--- config.mk ---
export PLATFORM = sky130hd
export DESIGN_NAME = morse_char_decoder_flat
export DESIGN_NICKNAME = d
export VERILOG_FILES = /design/src/rtl/morse_char_decoder_if.sv /design/src/rtl/morse_char_decoder.sv /design/src/flat_wrapper.sv
export SDC_FILE = /design/constraint.sdc
export NUM_CORES = 1
export LEC_CHECK = 0
export CORE_ASPECT_RATIO = 1.4
export CORE_MARGIN = 10
export CORE_UTILIZATION = 60
export CTS_CLUSTER_SIZE = 28
export DETAILED_ROUTE_END_ITERATION = 8
export PLACE_DENSITY = 0.82
export SLEW_MARGIN = 20
export SYNTH_ARGS = -nofsm -noshare
export SYNTH_HDL_FRONTEND = slang
export SYNTH_SLANG_ARGS = --single-unit
--- constraint.sdc ---
create_clock -name clk -period 10.18 [get_ports clk]
set_input_delay 1.018 -clock clk [delete_from_list [all_inputs] [get_ports clk]]
set_output_delay 1.018 -clock clk [all_outputs]
set_load 0.01 [all_outputs]
--- src/rtl/morse_char_decoder_if.sv ---
// rtl/morse_char_decoder_if.sv - symbol input and decoded character output bundle
interface morse_char_decoder_if #(
  parameter int MAX_LEN = 5,
  parameter int CNT_W   = $clog2(MAX_LEN + 1)
);
  logic             sym_valid;
  logic             sym_dash;
  logic             sym_end;
  logic             char_valid;
  logic             char_ready;
  logic [6:0]       char_out;
  logic             char_err;
  logic             char_drop;
  logic [CNT_W-1:0] sym_len;

  modport master (
    input  sym_valid, sym_dash, sym_end, char_ready,
    output char_valid, char_out, char_err, char_drop, sym_len
  );

  modport slave (
    output sym_valid, sym_dash, sym_end, char_ready,
    input  char_valid, char_out, char_err, char_drop, sym_len
  );
endinterface

--- src/rtl/morse_char_decoder.sv ---
// rtl/morse_char_decoder.sv - dot/dash accumulator, Morse to ASCII decode, 2-entry output buffer
module morse_char_decoder #(
  parameter int MAX_LEN   = 5,
  parameter int DIGITS_EN = 1,
  parameter int CNT_W     = $clog2(MAX_LEN + 1)
) (
  input  logic                clk,
  input  logic                rst,
  morse_char_decoder_if.master bus
);
  typedef struct packed {
    logic       err;
    logic [6:0] ascii;
  } entry_t;

  logic [MAX_LEN-1:0] pat;
  logic [CNT_W-1:0]   len;
  logic               ovf;
  entry_t             e0;
  entry_t             e1;
  logic [1:0]         count;
  logic               drop;

  logic [MAX_LEN-1:0] pat_nx;
  logic [CNT_W-1:0]   len_nx;
  logic               ovf_nx;
  logic               push;
  logic               pop;
  entry_t             dec;

  // Patterns are first-symbol-most-significant; dash = 1.
  function automatic entry_t decode(input logic [CNT_W-1:0] n,
                                    input logic [MAX_LEN-1:0] p_in,
                                    input logic bad);
    logic [4:0] p;
    logic [6:0] a;
    entry_t     r;
    p = 5'(p_in);
    a = 7'h3F;
    case (int'(n))
      1: a = p[0] ? 7'h54 : 7'h45;
      2: case (p[1:0])
        2'b00: a = 7'h49;
        2'b01: a = 7'h41;
        2'b10: a = 7'h4E;
        default: a = 7'h4D;
      endcase
      3: case (p[2:0])
        3'b000: a = 7'h53;
        3'b001: a = 7'h55;
        3'b010: a = 7'h52;
        3'b011: a = 7'h57;
        3'b100: a = 7'h44;
        3'b101: a = 7'h4B;
        3'b110: a = 7'h47;
        default: a = 7'h4F;
      endcase
      4: case (p[3:0])
        4'b0000: a = 7'h48;
        4'b0001: a = 7'h56;
        4'b0010: a = 7'h46;
        4'b0100: a = 7'h4C;
        4'b0110: a = 7'h50;
        4'b0111: a = 7'h4A;
        4'b1000: a = 7'h42;
        4'b1001: a = 7'h58;
        4'b1010: a = 7'h43;
        4'b1011: a = 7'h59;
        4'b1100: a = 7'h5A;
        4'b1101: a = 7'h51;
        default: a = 7'h3F;
      endcase
      5: if (DIGITS_EN != 0) begin
        case (p)
          5'b11111: a = 7'h30;
          5'b01111: a = 7'h31;
          5'b00111: a = 7'h32;
          5'b00011: a = 7'h33;
          5'b00001: a = 7'h34;
          5'b00000: a = 7'h35;
          5'b10000: a = 7'h36;
          5'b11000: a = 7'h37;
          5'b11100: a = 7'h38;
          5'b11110: a = 7'h39;
          default: a = 7'h3F;
        endcase
      end
      default: a = 7'h3F;
    endcase
    r.ascii = bad ? 7'h3F : a;
    r.err   = bad || (a == 7'h3F);
    return r;
  endfunction

  // A symbol arriving with the gap is folded in before the character closes.
  always_comb begin
    pat_nx = pat;
    len_nx = len;
    ovf_nx = ovf;
    if (bus.sym_valid) begin
      if (int'(len) < MAX_LEN) begin
        pat_nx = {pat[MAX_LEN-2:0], bus.sym_dash};
        len_nx = len + 1'b1;
      end else begin
        ovf_nx = 1'b1;
      end
    end
    push = bus.sym_end && (len_nx != '0);
    pop  = (count != 2'd0) && bus.char_ready;
    dec  = decode(len_nx, pat_nx, ovf_nx);
  end

  always_ff @(posedge clk) begin
    if (rst) begin
      pat   <= '0;
      len   <= '0;
      ovf   <= 1'b0;
      e0    <= '0;
      e1    <= '0;
      count <= 2'd0;
      drop  <= 1'b0;
    end else begin
      drop <= 1'b0;
      if (push) begin
        pat <= '0;
        len <= '0;
        ovf <= 1'b0;
      end else begin
        pat <= pat_nx;
        len <= len_nx;
        ovf <= ovf_nx;
      end
      case ({push, pop})
        2'b10: begin
          if (count == 2'd0) begin
            e0    <= dec;
            count <= 2'd1;
          end else if (count == 2'd1) begin
            e1    <= dec;
            count <= 2'd2;
          end else begin
            drop <= 1'b1;
          end
        end
        2'b01: begin
          // Head keeps its last value when the buffer drains.
          if (count == 2'd2) e0 <= e1;
          count <= count - 2'd1;
        end
        2'b11: begin
          if (count == 2'd1) begin
            e0 <= dec;
          end else begin
            e0 <= e1;
            e1 <= dec;
          end
        end
        default: ;
      endcase
    end
  end

  assign bus.char_valid = (count != 2'd0);
  assign bus.char_out   = e0.ascii;
  assign bus.char_err   = e0.err;
  assign bus.char_drop  = drop;
  assign bus.sym_len    = len;
endmodule

--- src/flat_wrapper.sv ---
// flat-port wrapper written by rule: the top's interface ports become plain ports
module morse_char_decoder_flat 
#(
  parameter int MAX_LEN   = 5,
  parameter int DIGITS_EN = 1,
  parameter int CNT_W     = $clog2(MAX_LEN + 1)
)
  (clk, rst, bus_sym_valid, bus_sym_dash, bus_sym_end, bus_char_ready, bus_char_valid, bus_char_out, bus_char_err, bus_char_drop, bus_sym_len);
  morse_char_decoder_if #(.MAX_LEN(MAX_LEN), .CNT_W(CNT_W)) bus_i ();
  input  logic clk;
  input  logic rst;
  input wire logic [$bits(bus_i.sym_valid)-1:0] bus_sym_valid;
  input wire logic [$bits(bus_i.sym_dash)-1:0] bus_sym_dash;
  input wire logic [$bits(bus_i.sym_end)-1:0] bus_sym_end;
  input wire logic [$bits(bus_i.char_ready)-1:0] bus_char_ready;
  output wire logic [$bits(bus_i.char_valid)-1:0] bus_char_valid;
  output wire logic [$bits(bus_i.char_out)-1:0] bus_char_out;
  output wire logic [$bits(bus_i.char_err)-1:0] bus_char_err;
  output wire logic [$bits(bus_i.char_drop)-1:0] bus_char_drop;
  output wire logic [$bits(bus_i.sym_len)-1:0] bus_sym_len;
  assign bus_i.sym_valid = bus_sym_valid;
  assign bus_i.sym_dash = bus_sym_dash;
  assign bus_i.sym_end = bus_sym_end;
  assign bus_i.char_ready = bus_char_ready;
  assign bus_char_valid = bus_i.char_valid;
  assign bus_char_out = bus_i.char_out;
  assign bus_char_err = bus_i.char_err;
  assign bus_char_drop = bus_i.char_drop;
  assign bus_sym_len = bus_i.sym_len;
  morse_char_decoder #(.MAX_LEN(MAX_LEN), .DIGITS_EN(DIGITS_EN), .CNT_W(CNT_W)) u_core (.clk(clk), .rst(rst), .bus(bus_i));
endmodule
Word level (Yosys, flattened, before mapping)
Memory sizes are Yosys's and may differ from the RTL's.
Index checks and enable logic that the tools add are counted.
- register bits after elaboration: 28
- latch bits: 0
- RAM bits: 0
- ROM bits: 240
- logic and storage cells: 77
- memories kept: 2
- $add $sub $neg: 2
- multiply operators: 0
- divide/modulo/power cells: 0
- $lt $le $gt $ge: 1
- eq/ne operators: 24
- shift operators: 0
- muxes and demuxes: 22
- bitwise logic cells: 1
- reductions and logical operators: 16
- memories (memory ; depth ; bits a word ; read ports ; clocked after memory_dff ; write ports ; RTL line ; source):
    (name not given) ; 32 ; 4 ; 1 ; 0 ; 0 ; morse_char_decoder.sv:74 ; case (p)
    (name not given) ; 16 ; 7 ; 1 ; 0 ; 0 ; morse_char_decoder.sv:58 ; 4: case (p[3:0])
- operator list (cell ; number):
    two-way mux 8 bit ; 5
    case mux 5 bit (7 select lines) ; 1
    case mux 7 bit (5 select lines) ; 1
    case mux 8 bit (3 select lines) ; 1
    case mux 8 bit (2 select lines) ; 1
    == test 3 bit, second input constant ; 5
    two-way mux 5 bit ; 3
    == test 3 x 2 -> 1 bit, second input constant ; 4
    case mux 4 bit (3 select lines) ; 1
    == test 2 bit, second input constant ; 4
    == test 7 x 6 -> 1 bit, second input constant ; 1
    two-way mux 7 bit ; 1
    == test 2 x 1 -> 1 bit, second input constant ; 3
    == test 3 x 1 -> 1 bit, second input constant ; 2
    two-way mux 3 bit ; 2
    AND reduction 3 bit ; 2
    nonzero test 2 bit ; 3
    nonzero test 3 bit ; 2
    logical NOT 2 bit ; 2
    two-way mux 2 bit ; 2
    inequality test 2 x 1 -> 1 bit, second input constant ; 2
    inequality test 2 bit, second input constant ; 2
    case mux 2 bit (2 select lines) ; 1
    adder 3 x 1 -> 3 bit, second input constant ; 1
    other kinds (11) ; 14

Logic depth before layout (Yosys ltp)
Gate-level depths: netlist (run 1).
- word-level depth: 11
- depth in mapped cells: 15
- gate-level depth less buffers: 14

Worst setup path before layout (run 1)
Ideal clock, no wire load.
- path kind: in2reg
- start: input port bus_sym_valid
- end: register u_core.e0, in the netlist u_core.bus.char_out[0]
- setup time: 0.142 ns
- arrival time: 3.700 ns
- data required time: 10.038 ns
- path slack: 6.338 ns
- stages on the path: 11
- cell sequence: buf_2 and2_1 a211oi_2 inv_1 ha_1 or3_1 mux2_2 o21a_1 or4_1 o21ai_1 a311oi_1
- cells in the longest elaborated chain, start to end: 7
- elaborated cells on any way between the ends: 37
- classes of those cells: 18 x eq/ne; 11 x mux; 6 x reduce/logical; 2 x memory
- ends and longest elaborated chain (what ; RTL line ; source):
    start, declared ; flat_wrapper.sv:12 ; input wire logic [$bits(bus_i.sym_valid)-1:0] bus_sym_valid;
    two-way mux 5 bit (*) ; morse_char_decoder.sv:100 ; if (bus.sym_valid) begin
    net u_core.pat_nx[0] ; morse_char_decoder.sv:24 ; logic [MAX_LEN-1:0] pat_nx;
    branches (longest 2 deep; another with memory read (32 x 4 bit)) ; - ;
    case mux 7 bit (5 select lines) (*) ; morse_char_decoder.sv:40 ; case (int'(n))
    two-way mux 7 bit (*) ; morse_char_decoder.sv:90 ; r.ascii = bad ? 7'h3F : a;
    two-way mux 8 bit (on tied branches) ; morse_char_decoder.sv:151, morse_char_decoder.sv:135 ;
    case mux 8 bit (3 select lines) (*) ; morse_char_decoder.sv:133 ; case ({push, pop})
    end signal, assigned ; morse_char_decoder.sv:136 ; e0 <= dec;
    end signal, assigned ; morse_char_decoder.sv:152 ; e0 <= dec;
    end signal, assigned ; morse_char_decoder.sv:154 ; e0 <= e1;
    end, declared ; morse_char_decoder.sv:19 ; entry_t e0;
Mark *: on every way through the listed nets, which the timed path passes. The select of a mux whose other input is x is not followed.
A chain may end at the register's enable or synchronous reset.

Worst setup path after layout (run 1)
Ends and elaborated chain as after synthesis.

==> impl_summary.md, run 1 <==
Status
The run finished with clean final reports.

Place
The half-perimeter wire length after detailed placement is 4.873 mm. The number of I/O port buffers is 18. The global placement routability congestion is 0.9021. In this run, placement finished with an instance count of around 380.

The placement-stage cell area is roughly 2600 um2.

Clock tree
The TritonCTS clock tree is built. The tree built by TritonCTS fans out to 28 sinks. The number of clock buffers added by TritonCTS is 3.

The count of hold buffers inserted by post-cts repair is 0. Once the clock tree was built, the setup fixing pass inserted 0 buffers. The H-tree depth is 1. The cell at the root of the clock tree is sky130_fd_sc_hd__clkbuf_8. The maximum count of clock buffers along a single path is 2.

Clock-pin slew was measured on the worst setup and hold paths at 0.09 ns. Clock latency on the worst-skew pair, taken at its later pin, is 0.27 ns. Post-CTS repair changed the size of 0 cells.

Floorplan
The die is 95.96 um tall. In this run the core area contains 27 standard-cell rows. For this configuration, the core starts out at a cell density of 0.6255. After floorplanning, the core was sized to cover 3953 um2. The floorplan step defined a die boundary enclosing 7125 um2. The overall die width is 74.25 um. 19 I/O pins were placed.

Cells and area
The diode insertion count for antenna repair is 0. The final layout contains 363 nets. Once layout is complete, the cells apart from fillers number 383.

The relative area change from synthesis to final layout is 6.882%. In the final layout, the share of cells above drive strength 1 is 0.04706. With fillers left out, the area of the finished cells amounts to 2643 um2. For this run, the share of the core covered by cells in the final layout is 0.6686.

Timing
Setup repair after global routing left no endpoint under its margin. The number of endpoints with negative hold slack in the final report was 0. Setup violations remaining at the end of the flow were counted as 0.

The upper clock frequency limit is 207.3 MHz. The setup TNS is 0 ns. In the finished design, the share of the clock period the worst path needs comes to 0.4739. The final critical delay including setup and external delays is just under 5 ns.

The slew at the pin closest to its max-slew limit is 1.062 ns. The number of pins exceeding their max-slew limit in the final report is 0. Headroom to the max-slew limit came out at 0.2919. Clock skew on the completed layout was measured at 0.004866 ns.

Global route
The remaining global-route overflow is 0. For this run, global-route usage on met1 was measured as 0.2042. Entering global routing, the biggest net connects 28 pins. The most utilized layer in the global route result is met2. The via count of the first global-routing pass is 2427. The met3 track utilization from global routing is 0.02987. The total routing resource utilization after global routing is 0.1868. The global routing usage on met2 is 0.3255. The first global-routing pass estimated 11.16 mm of wire. The initial antenna violation count is 0.

Synthesis
The most used flip-flop cell after synthesis is sky130_fd_sc_hd__dfxtp_1. The number of flops mapped to enable cells by yosys is 0. The cell count after synthesis is 341. Of the synthesized area, sequential elements account for 0.2267. The largest area contributor in the netlist is sky130_fd_sc_hd__dfxtp_1.

The average footprint of a synthesized cell is around 7.3 um2. The number of nets in the synthesized netlist is 363. The number of synthesis warnings is 0.

The number of distinct standard cells referenced by the synthesized netlist is 58. After synthesis, the share of flip-flops with an asynchronous set or reset is 0. Of the post-synthesis cell area, the dominant cell type holds 0.2267.

In the post-synthesis netlist, the biggest area contributors are sky130_fd_sc_hd__dfxtp_1 23%, sky130_fd_sc_hd__ha_1 8.1%, sky130_fd_sc_hd__nor2_1 7.3%. After synthesis the cells add up to 2472 um2. The number of storage elements in the synthesis netlist is 28.

Setup path
The kind of critical path is input port to flip-flop. Data on the critical path is required at its endpoint by 10.29 ns. The launching element type of the critical path is an input port.

Of all nets on the critical path, the largest fanout is 27. The data arrival time of the critical path is 4.93 ns. The number of cell instances on the worst register-to-register path is 10. The worst setup path is captured at a flip-flop.

Drt
After detailed routing, the total wire length is 6.409 mm. The number of vias in the routed layout is 2501. The routed wire length per instance is 16.73 um. For this run, the detailed router's first-pass iteration total came to 5.

The detail route stage leaves a number of antenna-violating nets equal to 0. In the routed layout, each cell is associated on average with a via count of about 6.5. The DRC violation count after routing is 0. After the first detailed-routing iteration, the DRC count stood at 153.

Power
IR analysis of the VDD net gives a maximum drop of ~130 uV. The total power is 0.3850 mW. In this run the power density over the cells is 145.7 nW/um2. The leakage power figure is 1.037 nW.

Worst hold path
The class of the tightest hold or removal check is flip-flop to flip-flop. Along the worst hold path, the cell count comes to 2.

Flow run
The tool flagged a number of max-cap violations equal to 0.
==> worst max-delay path, stage by stage <==
cell and delay, ns:
sky130_fd_sc_hd__clkdlybuf4s50_1 0.83, sky130_fd_sc_hd__and2_1 0.36, sky130_fd_sc_hd__a211oi_2 0.57, sky130_fd_sc_hd__inv_1 0.21, sky130_fd_sc_hd__ha_1 0.28, sky130_fd_sc_hd__or3_1 0.39, sky130_fd_sc_hd__mux2_2 0.27, sky130_fd_sc_hd__o21a_1 0.18
sky130_fd_sc_hd__or4_1 0.57, sky130_fd_sc_hd__o21ai_1 0.15, sky130_fd_sc_hd__a311oi_1 0.10
==> cells in the final DEF, fill, tap and decap left out, types with 5 or more instances in the layout <==
master                            synthesis  layout
sky130_fd_sc_hd__nor2_1                  48      48
sky130_fd_sc_hd__a211oi_1                 8       8
sky130_fd_sc_hd__o21ai_0                 10      10
sky130_fd_sc_hd__o211ai_1                 8       8
sky130_fd_sc_hd__inv_1                   12      12
sky130_fd_sc_hd__dfxtp_1                 28      28
sky130_fd_sc_hd__ha_1                    16      16
sky130_fd_sc_hd__nand3_1                 11      11
sky130_fd_sc_hd__o31ai_1                  7       7
sky130_fd_sc_hd__nand2b_1                 9       9
sky130_fd_sc_hd__a311oi_1                 7       7
sky130_fd_sc_hd__nand2_1                 40      40
sky130_fd_sc_hd__o21ai_1                  8       8
sky130_fd_sc_hd__clkdlybuf4s50_1          0      18
sky130_fd_sc_hd__nor3b_1                  5       5
sky130_fd_sc_hd__a21oi_1                 21      21
sky130_fd_sc_hd__a31oi_1                  5       5
sky130_fd_sc_hd__nor2b_1                  5       5
==> power breakdown <==
| part | internal [mW] | total (mW) | leakage, nW | switching (mW) |
|---|---|---|---|---|
| Sequential | 0.132 | 0.146 | 0.229 | 0.0143 |
| Clock | 0.0346 | 0.0684 | 0.0288 | 0.0338 |
| Combinational | 0.0752 | 0.171 | 0.779 | 0.0955 |
| Total | 0.241 | 0.385 | 1.04 | 0.144 |
==> cells by family (layout without fill, tap and decap cells) <==
logic type	count (synthesis)	count (layout)	synth area share
AND/OR/NAND/NOR	147	147	0.2854
AO/OA/AOI/OAI	107	107	0.3107
buffers and inverters	37	36	0.07084
flip-flops	28	28	0.2267
adder cells (fa/ha/maj)	16	16	0.08097
multiplexers	6	6	0.02530
==> final cells by class <==
| class | count | area, um2 |
|---|---|---|
| timing repair buffer | 19 | 187.7 |
| multi-input combinational | 276 | 1737 |
| tap | 43 | 53.80 |
| clock buffer | 4 | 55.05 |
| sequential | 28 | 560.5 |
| inverter | 13 | 48.80 |
| fill | 352 | 1310 |
==> state kept, by name (all words and copies together), names as in the netlist <==
name                  count
u_core.count              2
u_core.bus.char_err       1
u_core.e1                 8
u_core.bus.char_drop      1
u_core.ovf                1
u_core.bus.sym_len        3
u_core.pat                5
u_core.bus.char_out       7
==> worst paths after layout <==
path / from / endpoint / slack, ns
setup / recovery: bus_sym_valid / u_core.bus.char_out[0] / 5.36
hold / removal: u_core.e1[3] / u_core.bus.char_out[3] / 0.48
setup reg to reg: u_core.bus.sym_len[0] / u_core.bus.char_out[0] / 6.19
hold reg to reg: u_core.e1[3] / u_core.bus.char_out[3] / 0.48
==> per-layer routing <==
metal,vias up,wire [um]
met4,0,276
met1,1138,2549
li1,1244,-
met2,94,3207
met3,25,376
met5,-,0
==> synth_stat cells (3+ instances only) <==
master	count
sky130_fd_sc_hd__nor2_1	48
sky130_fd_sc_hd__nand2_1	40
sky130_fd_sc_hd__dfxtp_1	28
sky130_fd_sc_hd__a21oi_1	21
sky130_fd_sc_hd__ha_1	16
sky130_fd_sc_hd__clkbuf_1	12
sky130_fd_sc_hd__inv_1	12
sky130_fd_sc_hd__nand3_1	11
sky130_fd_sc_hd__o21ai_0	10
sky130_fd_sc_hd__nand2b_1	9
sky130_fd_sc_hd__a211oi_1	8
sky130_fd_sc_hd__o211ai_1	8
sky130_fd_sc_hd__o21ai_1	8
sky130_fd_sc_hd__a311oi_1	7
sky130_fd_sc_hd__o31ai_1	7
sky130_fd_sc_hd__a31oi_1	5
sky130_fd_sc_hd__buf_2	5
sky130_fd_sc_hd__nor2b_1	5
sky130_fd_sc_hd__nor3b_1	5
sky130_fd_sc_hd__buf_4	4
sky130_fd_sc_hd__mux2i_1	4
sky130_fd_sc_hd__nor3_1	4
sky130_fd_sc_hd__or3_1	4
sky130_fd_sc_hd__a21o_1	3
sky130_fd_sc_hd__a22oi_1	3
sky130_fd_sc_hd__and2_1	3
sky130_fd_sc_hd__and3_1	3
sky130_fd_sc_hd__nand3b_1	3
sky130_fd_sc_hd__nor4_1	3
sky130_fd_sc_hd__o211ai_2	3
sky130_fd_sc_hd__or4_1	3
==> stage by stage <==
step | worst slack (ns) | hold WS [ns]
finish | 5.356 | 0.4817
global route | 5.166 | 0.5157
CTS | 5.384 | 0.4852
detailed placement | 5.122 | 0.4716
global placement | 5.293 | 0.4714
floorplan | 6.338 | 0.4588
Note: power is estimated with default switching activity, not from simulation.
==> run 2, diff against run 1 <==
--- a/config.mk
+++ b/config.mk
@@ -7,10 +7,10 @@
 export LEC_CHECK = 0
 export CORE_ASPECT_RATIO = 1.4
 export CORE_MARGIN = 10
-export CORE_UTILIZATION = 60
+export CORE_UTILIZATION = 53
 export CTS_CLUSTER_SIZE = 28
 export DETAILED_ROUTE_END_ITERATION = 8
-export PLACE_DENSITY = 0.82
+export PLACE_DENSITY = 0.76
 export SLEW_MARGIN = 20
 export SYNTH_ARGS = -nofsm -noshare
 export SYNTH_HDL_FRONTEND = slang
==> constraint.sdc (replaced) <==
create_clock -name clk -period 4.2 [get_ports clk]
set_input_delay 0.42 -clock clk [delete_from_list [all_inputs] [get_ports clk]]
set_output_delay 0.42 -clock clk [all_outputs]
set_load 0.01 [all_outputs]
==> run 2 against run 1 <==
  * Sequential share of layout area is 0.94 points lower
  * Global-route usage is 1.9 points lower
  * Critical path depth stayed put
  * Die area is 10% higher
  * Non-clock buffer count is 11 higher
  * Worst setup slack worse by 4.6 ns
  * Sequential power is 140% higher
  * Register-to-register slack worse by 5.4 ns
  * Power grew to 2.6 times the previous value
  * First-iteration DRC count is 9.8% lower
  * Critical path type unchanged
==> impl_summary.md, run 2 (synthesis results as in run 1) <==
Cells and area
The share of layout cells above drive strength 1 came to 0.07692 (+0.02986). The relative area change from synthesis to final layout is 11.84%. The final design area excluding fillers is 2765 um2 (+4.6%). The diode insertion count for antenna repair is 0 (unchanged). The most frequent standard cell in the layout excluding fill and tap cells is sky130_fd_sc_hd__nor2_1. The register with the most flip-flops in the final layout is u_core.e1. The flip-flop count of the largest register, all copies and words added is 8 (unchanged).

The final-layout fill cell count is 435 (+24%). The number of nets at the end of the flow is 374 (+3.0%). The library cells used most frequently in the layout, excluding fill and tap cells, are 48 x sky130_fd_sc_hd__nor2_1, 40 x sky130_fd_sc_hd__nand2_1, 28 x sky130_fd_sc_hd__dfxtp_1.

Clock tree
The maximum count of clock buffers along a single path is 2 (unchanged). The number of buffers added by the clock tree synthesis step is 3 (unchanged). The TritonCTS clock tree is built. Clock tree synthesis selected as its root buffer the cell sky130_fd_sc_hd__clkbuf_8.

The CTS clock-pin slew for the worst setup and hold paths came to 0.11 ns (+0.02 ns). The clock latency at the later pin of the worst-skew pair was 0.28 ns (about the same). The H-tree depth is 1 (unchanged). The number of clock sinks seen by CTS is 28 (unchanged).

The post-CTS setup buffer count came to 0 (unchanged). The total of cells resized after clock tree synthesis is 0 (unchanged). The count of hold buffers inserted by post-cts repair is 0 (unchanged).

Setup path
The slowest cell on the critical path is sky130_fd_sc_hd__clkdlybuf4s50_1. The data arrival time of the critical path is 3.56 ns (-1.37 ns). STA classifies the critical path endpoint as a flip-flop. The endpoint required time on the critical path came to 4.33 ns (-5.96 ns). The worst flop-to-flop path startpoint is u_core.bus.sym_len[1]. The maximum net fanout on the critical path is 10 (-63%). The kind of critical path is input port to flip-flop. The number of cell instances on the worst register-to-register path is 10 (unchanged). The signal on the critical path passes through clkdlybuf4s50_1, nand2_1, o211ai_2, inv_2, ha_1, or3_1, mux2_2, o21a_1, or4_1, o21ai_1, a311oi_1. The source of the critical timing path is bus_sym_valid.

The maximum cell stage delay along the critical path was 0.63 ns (-0.20 ns). The worst setup path is launched from an input port.

Power
The proportion of power drawn by combinational gates is 0.434 (-0.009). The share of total power consumed by net switching came to 0.3607 (-0.01227). The register share of total power is 0.350 (-0.029).

The power density over cell area came to 363.6 nW/um2 (+150%). The switching power of the nets came to 0.3626 mW (+150%). The part of the power in the clock network was 0.217 (+0.039). The worst supply voltage drop on vdd is 130.1 uV (-2.7%). The leakage power figure is 1.099 nW (+6.0%). The cell-internal power is 0.6428 mW (+170%).

Place
The half-perimeter wire length after detailed placement is 5.135 mm (+5.4%). The placement-stage cell area is 2694 um2 (+4.1%). The global placement routability congestion is 0.9721 (+7.8%). The number of I/O port buffers is 18 (unchanged).

Floorplan
The die height is 100.8 um (+5.1%). The placeable core region is 4536 um2 (+15%). The die area is 7835 um2 (+10%). The overall die width is 77.73 um (+4.7%). The effective utilization at floorplan is 0.5451 (-0.08041).

The row count came to 29 (+7.4%). The count of boundary I/O pins is 19 (unchanged).

Status
The flow ran to the end, and the final reports show no timing, DRC or antenna violations.

Timing
The upper clock frequency limit is around 290 MHz. The number of pins exceeding their max-slew limit in the final report came to 0 (unchanged). The routed design could run at a clock period as short as 3.432 ns. The setup clock skew after layout is 0.009660 ns (+0.004794 ns). The setup TNS came to 0 ns (unchanged). The slew at the pin closest to its max-slew limit came to 0.7337 ns (-0.3284 ns). The tightest slew margin relative to the limit came to 0.5093 (+0.2174). The final cycle utilization of the critical path is 0.8171. The final number of setup-violating endpoints was 0 (unchanged). Setup repair after global routing left no endpoint under its margin.

The number of endpoints with negative hold slack in the final report is 0 (unchanged).

Drt
The count of nets left with antenna violations after detail routing is 0 (unchanged). The aggregate routed wire length is 6.698 mm (+4.5%). The detailed-route vias per instance is 6.206 (-5.0%).

The number of vias in the routed layout is 2563 (+2.5%). The first-pass iteration count of the detailed router is 5 (unchanged). The DRC violation count after routing is 0 (unchanged). The number of DRC markers after the initial detailed-route iteration came to 138 (-9.8%). The routed wire length per instance is 16.22 um (-3.1%).

Global route
The wire length of the first global-routing pass is 11.27 mm (+0.99%). The remaining global-route overflow is 0 (unchanged). The total routing resource utilization after global routing came to 0.1680 (-0.01875). The via count of the first global-routing pass came to 2397 (-1.2%).

The initial antenna violation count is 0 (unchanged). The largest net degree at the start of global routing was 22 (-21%).

Worst hold path
The number of cells on the worst hold path is 2 (unchanged). The startpoint of the lowest-slack hold path is u_core.e1[3]. The class of the tightest hold or removal check is flip-flop to flip-flop.

Flow run
The max-cap violation count is 0 (unchanged).
==> run 2: area by class of cell <==
type / instances / area (um2) / area share
tap: 62 / 77.57 / 0.02805
multi-input combinational: 276 / 1737 / 0.6281
inverter: 13 / 48.80 / 0.01765
sequential: 28 / 560.5 / 0.2027
clock inverter: 1 / 30.03 / 0.01086
clock buffer: 3 / 41.29 / 0.01493
timing repair buffer: 30 / 270.3 / 0.09774
==> run 2: final timing paths <==
kind / end / slack (ns)
setup reg to reg: u_core.bus.char_out[0] / 0.82
setup / recovery: u_core.bus.char_out[0] / 0.77
hold reg to reg: u_core.bus.char_out[3] / 0.48
hold / removal: u_core.bus.char_out[3] / 0.48
==> run 2: critical path: cells and delay by family <==
family / cells / cell delay [ns]
mux: 1 / 0.27
fa+ha+maj: 1 / 0.26
buf+inv: 2 / 0.79
simple gates: 3 / 1.04
compound gates: 4 / 0.78
==> run 2: per-stage QoR <==
stage / total power [mW] / hold WS [ns] / setup slack [ns] / cells / utilization
final: 1.005 / 0.4845 / 0.7681 / 413 / 0.6097
after floorplan: 0.6399 / 0.4588 / 0.9564 / 341 / -
after global placement: 0.7849 / 0.4635 / 0.6172 / 409 / 0.5939
after detailed placement: 0.7964 / 0.4713 / 0.5195 / 409 / 0.5939
after global routing: 1.082 / 0.5130 / 0.4472 / 413 / 0.6097
after CTS: 1.009 / 0.4856 / 0.8175 / 413 / 0.6097
==> run 2: metal layers <==
layer | up-vias | share of wire | track usage
li1 | 1265 | - | -
met1 | 1201 | 0.42 | 0.1920
met2 | 79 | 0.51 | 0.3071
met3 | 18 | 0.049 | 0.02321
met4 | 0 | 0.026 | 0.06056
met5 | - | 0 | 0
==> run 2: power groups by stage <==
stage	sequential (mW)	combinational [mW]	clock, mW
2_1_floorplan	0.364	0.276	0
3_3_place_gp	0.356	0.429	0
3_5_place_dp	0.358	0.438	0
4_1_cts	0.352	0.439	0.218
5_1_grt	0.359	0.497	0.226
6_report	0.352	0.436	0.218
==> run 3, diff against run 2 <==
==> constraint.sdc (replaced) <==
create_clock -name clk -period 2.8 [get_ports clk]
set_input_delay 0.28 -clock clk [delete_from_list [all_inputs] [get_ports clk]]
set_output_delay 0.28 -clock clk [all_outputs]
set_load 0.01 [all_outputs]
==> run 3 against run 2 <==
  * First-iteration DRC count is the same
  * Largest cell class unchanged
  * Design area grew 26%
  * Count of clock-buffer cells in the layout up 1
  * Non-clock buffer count is 66 higher
  * Worst setup slack lost 0.75 ns
  * Critical path type is now flip-flop to flip-flop
  * Flip-flop and latch count unchanged
  * Register-to-register slack got worse by 0.80 ns
  * Combinational power increased by 89%
  * Sequential share of layout area is 3.9 points lower
  * Worst hold slack improved by 0.0015 ns
  * Utilization grew 16 points
==> impl_summary.md, run 3 (synthesis results as in run 1) <==
Floorplan
The die area is 7835 um2 (unchanged). The count of boundary I/O pins is 19 (unchanged). The overall die width is 77.73 um (unchanged). The effective utilization at floorplan was 0.5451 (unchanged). The placeable core region is 4536 um2 (unchanged). The row count is 29 (unchanged). The die height is 100.8 um (unchanged).

Global route
The initial antenna violation count is 0 (unchanged). The via count of the first global-routing pass is 2794 (+17%). The wire length of the first global-routing pass came to 12.78 mm (+13%). The largest net degree at the start of global routing is 21 (-4.5%). The total routing resource utilization after global routing is 0.1973 (+0.02922). The remaining global-route overflow came to 0 (unchanged).

Setup path
The worst setup path is captured at a flip-flop. The source of the critical timing path is u_core.bus.sym_len[0]. The kind of critical path is flip-flop to flip-flop.

Walking the worst path, the cells encountered are o211ai_1, o211ai_4, buf_6, ha_4, or3_4, mux2_2, o21a_1, or4_4, o21ai_2, a311oi_1. The slowest cell on the critical path is sky130_fd_sc_hd__or4_4. In this run the critical register-to-register path is launched from u_core.bus.sym_len[0]. The maximum net fanout on the critical path is 6 (-4). The data arrival time of the critical path was 2.96 ns (-0.60 ns). The number of cell instances on the worst register-to-register path was 10 (unchanged).

The endpoint identified for the worst register-to-register timing path is u_core.bus.char_out[0]. The flop-to-flop setup slack is 0.02 ns (-0.80 ns). The launching element type of the critical path is a flip-flop.

The endpoint required time on the critical path was 2.98 ns (-1.35 ns). The maximum cell stage delay along the critical path is 0.51 ns (-0.12 ns).

Status
The run finished with clean final reports.

Worst hold path
The class of the tightest hold or removal check is flip-flop to flip-flop. The startpoint identified for the worst hold timing path is u_core.e1[1]. The number of cells on the worst hold path is 2 (unchanged). The worst hold path terminates at u_core.bus.char_out[1].

Drt
The number of vias in the routed layout is 2867 (+12%). The first-pass iteration count of the detailed router is 4 (-1). The number of DRC markers after the initial detailed-route iteration is 138 (unchanged). The DRC violation count after routing is 0 (unchanged). The routed metal-1 wire length is 3.113 mm (+12%). The aggregate routed wire length is 8.229 mm (+23%). The highest routed metal layer is met4. The routed wire length per instance is 17.18 um (+5.9%). The routed length on met3 came to 329 um (-0.30%). The detailed-route vias per instance is 5.985 (-3.6%).

The wire length on met2 is 4.309 mm (+27%). The count of nets left with antenna violations after detail routing came to 0 (unchanged).

Cells and area
The share of layout cells above drive strength 1 came to 0.3261 (+0.2492). The top register by number of flip-flops is u_core.e1. The number of nets at the end of the flow came to 440 (+18%). The diode insertion count for antenna repair is 0 (unchanged). The flip-flop count of the largest register, all copies and words added came to 8 (unchanged). Relative to the synthesized area, the layout overhead comes to 40.74%.

In the layout the commonest cells are 74 x sky130_fd_sc_hd__buf_4, 45 x sky130_fd_sc_hd__nor2_1, 38 x sky130_fd_sc_hd__nand2_1. The final-layout fill cell count is 336 (-23%). The most frequent standard cell in the layout excluding fill and tap cells is sky130_fd_sc_hd__buf_4.

Timing
The number of endpoints with negative hold slack in the final report came to 0 (unchanged). The number of pins exceeding their max-slew limit in the final report came to 0 (unchanged). The setup TNS came to 0 ns (unchanged). Dividing the final minimum period by the clock period gives 0.9930. The slew at the pin closest to its max-slew limit came to 0.6066 ns (-0.1272 ns).

The final number of setup-violating endpoints is 0 (unchanged). The tightest slew margin relative to the limit is 0.5956 (+0.08630). The final critical delay including setup and external delays is 2.780 ns. The setup clock skew after layout came to 0.008218 ns (-0.001442 ns). Setup repair after global routing could not meet its margin everywhere. The upper clock frequency limit is between 300 and 400 MHz.

Clock tree
The number of buffers added by the clock tree synthesis step is 3 (unchanged). The cell at the root of the clock tree is sky130_fd_sc_hd__clkbuf_8. The CTS clock-pin slew for the worst setup and hold paths is 0.11 ns (about the same). The maximum count of clock buffers along a single path is 2 (unchanged). The H-tree depth is 1 (unchanged). The TritonCTS clock tree is built.

The clock latency at the later pin of the worst-skew pair is 0.29 ns (about the same). The count of hold buffers inserted by post-cts repair is 0 (unchanged). The number of clock sinks seen by CTS is 28 (unchanged).

Power
The total power is 1.650 mW (+64%). The worst supply voltage drop on vdd is 220.8 uV (+70%). The leakage power figure came to 1.445 nW (+31%).

The power density over cell area is 474.2 nW/um2 (+30%).

Place
The number of I/O port buffers is 18 (unchanged). The global placement routability congestion is 0.9683 (-0.39%). The half-perimeter wire length after detailed placement is 6.185 mm (+20%).

Flow run
The max-cap violation count is 0 (unchanged).
-- run 3: cell count changes in the layout (fill, tap and decap cells not counted), moves of 3 or more --
cell                      before  now
sky130_fd_sc_hd__dfxtp_1      28   24
sky130_fd_sc_hd__inv_2         1    4
sky130_fd_sc_hd__inv_1        12    9
sky130_fd_sc_hd__buf_4        12   74
sky130_fd_sc_hd__buf_6         0    4
sky130_fd_sc_hd__ha_1         16    8
sky130_fd_sc_hd__nor2_1       48   45
sky130_fd_sc_hd__nor2_2        0    3
sky130_fd_sc_hd__ha_2          0    6
-- run 3: area by class of cell --
type / count / area, um2 / area share
inverter: 13 / 48.80 / 0.01402
sequential: 28 / 570.5 / 0.1640
tap: 62 / 77.57 / 0.02229
timing repair buffer: 96 / 782.0 / 0.2247
clock buffer: 4 / 66.31 / 0.01906
multi-input combinational: 276 / 1934 / 0.5559
-- run 3: how the worst max path moves through the flow --
stage / to / slack, ns / cells past startpoint
5_1_grt: u_core.e1[7] / -0.05 / 10
2_1_floorplan: u_core.bus.char_out[0] / -0.22 / 12
6_report: u_core.bus.char_out[0] / 0.02 / 10
4_1_cts: u_core.bus.char_err / 0.004 / 15
3_3_place_gp: u_core.bus.char_out[0] / -0.33 / 11
3_5_place_dp: u_core.bus.char_err / -0.40 / 15
-- run 3: routing by layer --
metal  global-route usage  vias up
met5                    0        -
met4               0.1296        0
met3              0.02768       37
met2               0.3768       89
met1               0.1905     1337
li1                     -     1404
-- run 3: timing repair --
item	4_1_cts	5_1_grt
cloned	0	0
gates resized for setup	7	40
setup buffers	0	2
endpoints found under the setup margin	3	12
pin swaps	1	12
-- run 3: through the flow --
stage | util | setup slack, ns | std cells | instance area [um2] | hold WS (ns)
after global placement | 0.7095 | -0.3265 | 473 | 3218 | 0.4646
after CTS | 0.7283 | 0.004158 | 477 | 3303 | 0.4875
after global routing | 0.7672 | -0.05453 | 479 | 3480 | 0.5302
final | 0.7672 | 0.01959 | 479 | 3480 | 0.4860
after floorplan | - | -0.2188 | 341 | 2532 | 0.4588
after detailed placement | 0.7095 | -0.3968 | 473 | 3218 | 0.4729
-- run 3: power by group --
group / total, mW / internal (mW) / switching (mW)
sequential: 0.525 / 0.478 / 0.0473
combinational: 0.823 / 0.391 / 0.432
clock: 0.302 / 0.156 / 0.145
-- run 3: worst max-delay path: cells and delay by family (launching register included) --
| family | cells | cell delay, ns |
|---|---|---|
| muxes | 1 | 0.27 |
| buffers and inverters | 1 | 0.16 |
| DFF | 1 | 0.40 |
| adders and majority gates | 1 | 0.15 |
| AOI/OAI and AO/OA | 5 | 0.83 |
| and+or+nand+nor | 2 | 0.87 |
==> variant 1 (flow settings as in run 2) <==
`MAX_LEN` is set to 5 in 3 places; all go to 6.
--- a/src/rtl/morse_char_decoder_if.sv
+++ b/src/rtl/morse_char_decoder_if.sv
@@ -2,3 +2,3 @@
 interface morse_char_decoder_if #(
-  parameter int MAX_LEN = 5,
+  parameter int MAX_LEN = 6,
   parameter int CNT_W   = $clog2(MAX_LEN + 1)
--- a/src/rtl/morse_char_decoder.sv
+++ b/src/rtl/morse_char_decoder.sv
@@ -2,3 +2,3 @@
 module morse_char_decoder #(
-  parameter int MAX_LEN   = 5,
+  parameter int MAX_LEN   = 6,
   parameter int DIGITS_EN = 1,
--- a/src/flat_wrapper.sv
+++ b/src/flat_wrapper.sv
@@ -3,3 +3,3 @@
 #(
-  parameter int MAX_LEN   = 5,
+  parameter int MAX_LEN   = 6,
   parameter int DIGITS_EN = 1,
Check against the original RTL: not equivalent (a bounded check fails within 10 cycles, from zero or initial values and one cycle with rst high).
==> variant 1 against run 2 <==
Register-to-register slack about the same. Setup slack gained 0.052 ns. Critical path type is now reg2reg. Die area rose by 5.0%. Critical endpoint is now u_core.e1[7]. Cell area up 4.3%. Synthesized area is 6.5% higher. Power is 1.8% lower. Routed wire length is 11% higher. Sequential cell count unchanged. Clock skew barely moved.
==> variant 1: results (changes against run 2) <==
| Metric | Value |
|---|---|
| Destination of the worst hold path | `u_core.count[1]` |
| Share of the final layout cell area in sequential cells | `0.194 (-0.00827)` |
| Post-synthesis share of cell area spent on full adders, half adders and majority gates | `0.0713 (-0.00968)` |
| Max Fanout on Critical Path | `19 (+9)` |
| Worst path arrival time | `3.55 ns (about the same)` |
| Global Route met1 Usage | `0.208 (+0.0162)` |
| Sequential area share after synthesis | `0.213 (-0.0138)` |
| Worst hold start | `u_core.count[1]` |
| Complex-gate fraction of the synthesized area | `0.314 (+0.00343)` |
| Power density normalized to cell area | `343 mW/mm^2 (-5.8%)` |
| Met3 usage in global routing | `0.0251 (+0.00187)` |
| Upper clock frequency limit | `296 MHz (+1.6%)` |
| Via count of the first global-routing pass | `2,468 (+3.0%)` |
| Classification of the worst setup path | `reg2reg` |
| Final worst hold slack | `0.482 ns (-0.00203 ns)` |
| Post-DP HPWL | `5470 um (+6.5%)` |
| Gpl congestion | `1.05 (+7.9%)` |
| Clock-cell share | `0.0191 (-0.00669)` |
| Worst flop-to-flop path startpoint | `u_core.bus.sym_len[2]` |
| Number of fill cells in the layout | `448 (+3.0%)` |
| First-pass GRT wire length | `12,200 um (+8.1%)` |
| Layout cells sized above 1 | `0.0878 (+0.0109)` |
| Outcome | `finished clean` |
| Fin util | `0.595 (-0.0143)` |
| Layout buffering overhead excluding clock cells | `0.0859 (-0.0118)` |
| VDD IR-drop max | `123 uV (-5.4%)` |
| Clock Buffer Count | `4 (+1)` |
| Clock group | `0.172 mW (-21%)` |
| Setup clock skew after layout | `0.00925 ns (-0.000413 ns)` |
| Global routing met2 resource utilization | `0.314 (+0.00688)` |
-- variant 1: cell count changes in the layout (fill, tap and decap cells not counted), moves of 5 or more --
cell                       delta
sky130_fd_sc_hd__nor2b_1      +6
sky130_fd_sc_hd__a221oi_1     +6
sky130_fd_sc_hd__nand3_1      -5
sky130_fd_sc_hd__nand2_1     -21
sky130_fd_sc_hd__o21ai_0      +8
sky130_fd_sc_hd__inv_1       +10
sky130_fd_sc_hd__o211ai_1     -5
sky130_fd_sc_hd__o31ai_1      -7
sky130_fd_sc_hd__nor2_1       +6
sky130_fd_sc_hd__a21oi_1      -7
sky130_fd_sc_hd__a211oi_1     +5
sky130_fd_sc_hd__mux2i_1      +9
sky130_fd_sc_hd__o21ai_1      -8
-- variant 1: worst max-delay path, delay by kind of cell, from the launching register on --
family	cells	cell delay (ns)
compound gates	6	1.42
fa+ha+maj	1	0.36
buf+inv	1	0.20
flops	1	0.69
mux	1	0.31
simple gates	2	0.30
==> variant 2 (flow settings as in run 2) <==
Made on the original files. Reset style: asynchronous (`rst`), changed in one clocked block.
--- a/src/rtl/morse_char_decoder.sv
+++ b/src/rtl/morse_char_decoder.sv
@@ -112,3 +112,3 @@
 
-  always_ff @(posedge clk) begin
+  always_ff @(posedge clk or posedge rst) begin
     if (rst) begin
Formal check against the unedited RTL: differs if rst is asserted again (counterexample within 4 cycles, from zero or initial values and one cycle with rst high); with rst held inactive, the same outputs for 4 cycles.
==> variant 2 against run 2 <==
Power rose by 25%. Cell area increased by 12%. Critical endpoint is now u_core.bus.char_out[1]. Sequential cell count is the same. Largest power group unchanged. First-iteration DRC count rose to 2.6 times the old value. Synthesized area up 14%. Setup slack worse by 0.040 ns. Routed wire length is 16% higher. Combinational power up 41%.
==> variant 2: results (changes against run 2) <==
| Metric | Value |
|---|---|
| Cell area after placement | `0.00302 mm^2 (+12%)` |
| Setup clock skew after layout | `0.00874 ns (-0.000925 ns)` |
| Layout cells sized above 1 | `0.118 (+0.0411)` |
| Worst path arrival time | `3.65 ns (+0.09 ns)` |
| CTS buffer count | `3 (unchanged)` |
| Async set-reset flop share out of synthesis | `1.00 (+1.00)` |
| Slowest stage cell, crit path | `sky130_fd_sc_hd__dfrtp_1` |
| Iter 0 DRT Violations | `358 (+160%)` |
| Number of fill cells in the layout | `460 (+5.7%)` |
| WL/cell | `18.5 um (+14%)` |
| Net count, final | `379 (+1.3%)` |
| Clk Tree Root Cell | `sky130_fd_sc_hd__clkbuf_8` |
| Leak pwr | `1.27 nW (+15%)` |
| Inserted Diodes | `0 (unchanged)` |
| Cells resized by post-CTS repair | `0 (unchanged)` |
| Sequential area share after synthesis | `0.249 (+0.0227)` |
| Worst stage delay on the critical path | `0.55 ns (-0.08 ns)` |
| VDD IR-drop max | `404 uV (+210%)` |
| Insertion delay to the later sink of the worst-skew pair | `0.28 ns (about the same)` |
| Total routing usage reported by global routing | `0.183 (+0.0153)` |
| Number of I/O port buffers | `18 (unchanged)` |
| Path class of the lowest-slack min-delay path | `reg2reg` |
| Nets in the synthesized netlist | `365 (+0.55%)` |
| Number of distinct library cells after synthesis | `77 (+33%)` |
| Worst Tran Pin Value | `0.992 ns (+0.258 ns)` |
| Outcome | `finished clean` |
| Maximum number of pins on one net before global-route repair | `29 (+32%)` |
| Deepest clock path buffer count | `2 (unchanged)` |
| Path depth of the worst reg2reg path | `12 (+2)` |
| First-pass GRT wire length | `13,100 um (+16%)` |
| Top post-synthesis cells by area | `sky130_fd_sc_hd__dfrtp_1 25%, sky130_fd_sc_hd__ha_1 7.1%, sky130_fd_sc_hd__nor2_1 4.5%` |
| Max Fanout on Critical Path | `14 (+4)` |
| Number of enable flip-flop cells after synthesis | `0 (unchanged)` |
| Gpl congestion | `0.962 (-1.0%)` |
| Drt pass-1 iters | `5 (unchanged)` |
| Hold Crit Depth | `1 (-1)` |
| Number of antenna violations at the first check in global routing | `0 (unchanged)` |
| Max FFs per register | `8 (unchanged)` |
| Via count of the first global-routing pass | `2,628 (+9.6%)` |
| Largest Register | `u_core.e1` |
| Top post-synthesis cells by count | `34 x sky130_fd_sc_hd__nor2_1, 28 x sky130_fd_sc_hd__dfrtp_1, 25 x sky130_fd_sc_hd__nand2_1` |
| Post-DP HPWL | `5940 um (+16%)` |
| Ys Warns | `0 (unchanged)` |
| Ratio of routed vias to standard cells | `6.58 (+6.1%)` |
| Number of nets with antenna violations after routing | `0 (unchanged)` |
| Reported net switching power | `0.485 mW (+34%)` |
| Post-CTS clock slew at the launch and capture registers of the worst setup and hold paths | `0.10 ns` |
==> variant 2: cell types whose count changed in the layout (fill, tap and decap cells not counted), sizes merged, moves of 5 or more <==
cell and delta:
nand3 -6, dfxtp -28, a31oi +5, inv +7, nor2 -14, a211oi -7
nand2 -12, dfrtp +28
==> variant 2: worst paths after layout <==
check	from	endpoint	slack (ns)
min in group asynchronous	rst	u_core.bus.char_out[2]	0.55
setup reg to reg	u_core.bus.sym_len[0]	u_core.bus.char_out[1]	0.73
hold reg to reg	u_core.bus.char_out[5]	u_core.bus.char_out[5]	0.52
hold / removal	u_core.bus.char_out[5]	u_core.bus.char_out[5]	0.52
max in group asynchronous	rst	u_core.pat[1]	3.18
setup / recovery	u_core.bus.sym_len[0]	u_core.bus.char_out[1]	0.73
==> variant 2: cell families (layout without fill, tap and decap cells) <==
family          after synthesis  in the layout  synth area share
fa+ha+maj                    16             16            0.0713
compound gates              128            128             0.349
simple gates                118            118             0.214
buf+inv                      42             55            0.0771
flops                        28             28             0.249
mux                           9              9            0.0334
xor+xnor                      2              2           0.00624
==> variant 2: power by group through the flow <==
stage | clock network (mW) | registers, mW | logic (mW)
floorplan | 0 | 0.429 | 0.406
global placement | 0 | 0.428 | 0.608
detailed placement | 0 | 0.429 | 0.616
CTS | 0.216 | 0.424 | 0.619
global route | 0.228 | 0.436 | 0.693
finish | 0.213 | 0.427 | 0.616
==> variant 2: metal layers <==
metal	track usage	wire length (um)
met5	0	0
met4	0.0769	292
met3	0.0270	423
met2	0.308	3930
met1	0.223	3150
==> variant 2: worst max-delay path, delay by kind of cell (launching register included) <==
kind / cells / cell delay (ns)
adders and majority gates: 1 / 0.21
buffers and inverters: 2 / 0.32
DFF: 1 / 0.55
AOI/OAI and AO/OA: 8 / 2.15
and+or+nand+nor: 1 / 0.13
==> variant 2: area by class of cell <==
type                            instances  share of cell area
Multi-Input combinational cell        273               0.611
Clock buffer                            3              0.0133
Clock inverter                          1             0.00970
Tap cell                               66              0.0267
Timing Repair Buffer                   30              0.0873
Inverter                               21              0.0255
Sequential cell                        28               0.226
==> variant 2: per-stage QoR <==
step | hold slack, ns | util | total power [mW] | std cells | setup WS, ns
5_1_grt | 0.545 | 0.600 | 1.36 | 422 | 0.553
3_5_place_dp | 0.501 | 0.586 | 1.04 | 418 | 0.599
4_1_cts | 0.525 | 0.600 | 1.26 | 422 | 0.790
3_3_place_gp | 0.497 | 0.586 | 1.04 | 418 | 0.664
6_report | 0.521 | 0.600 | 1.26 | 422 | 0.728
2_1_floorplan | 0.482 | - | 0.835 | 343 | 0.936
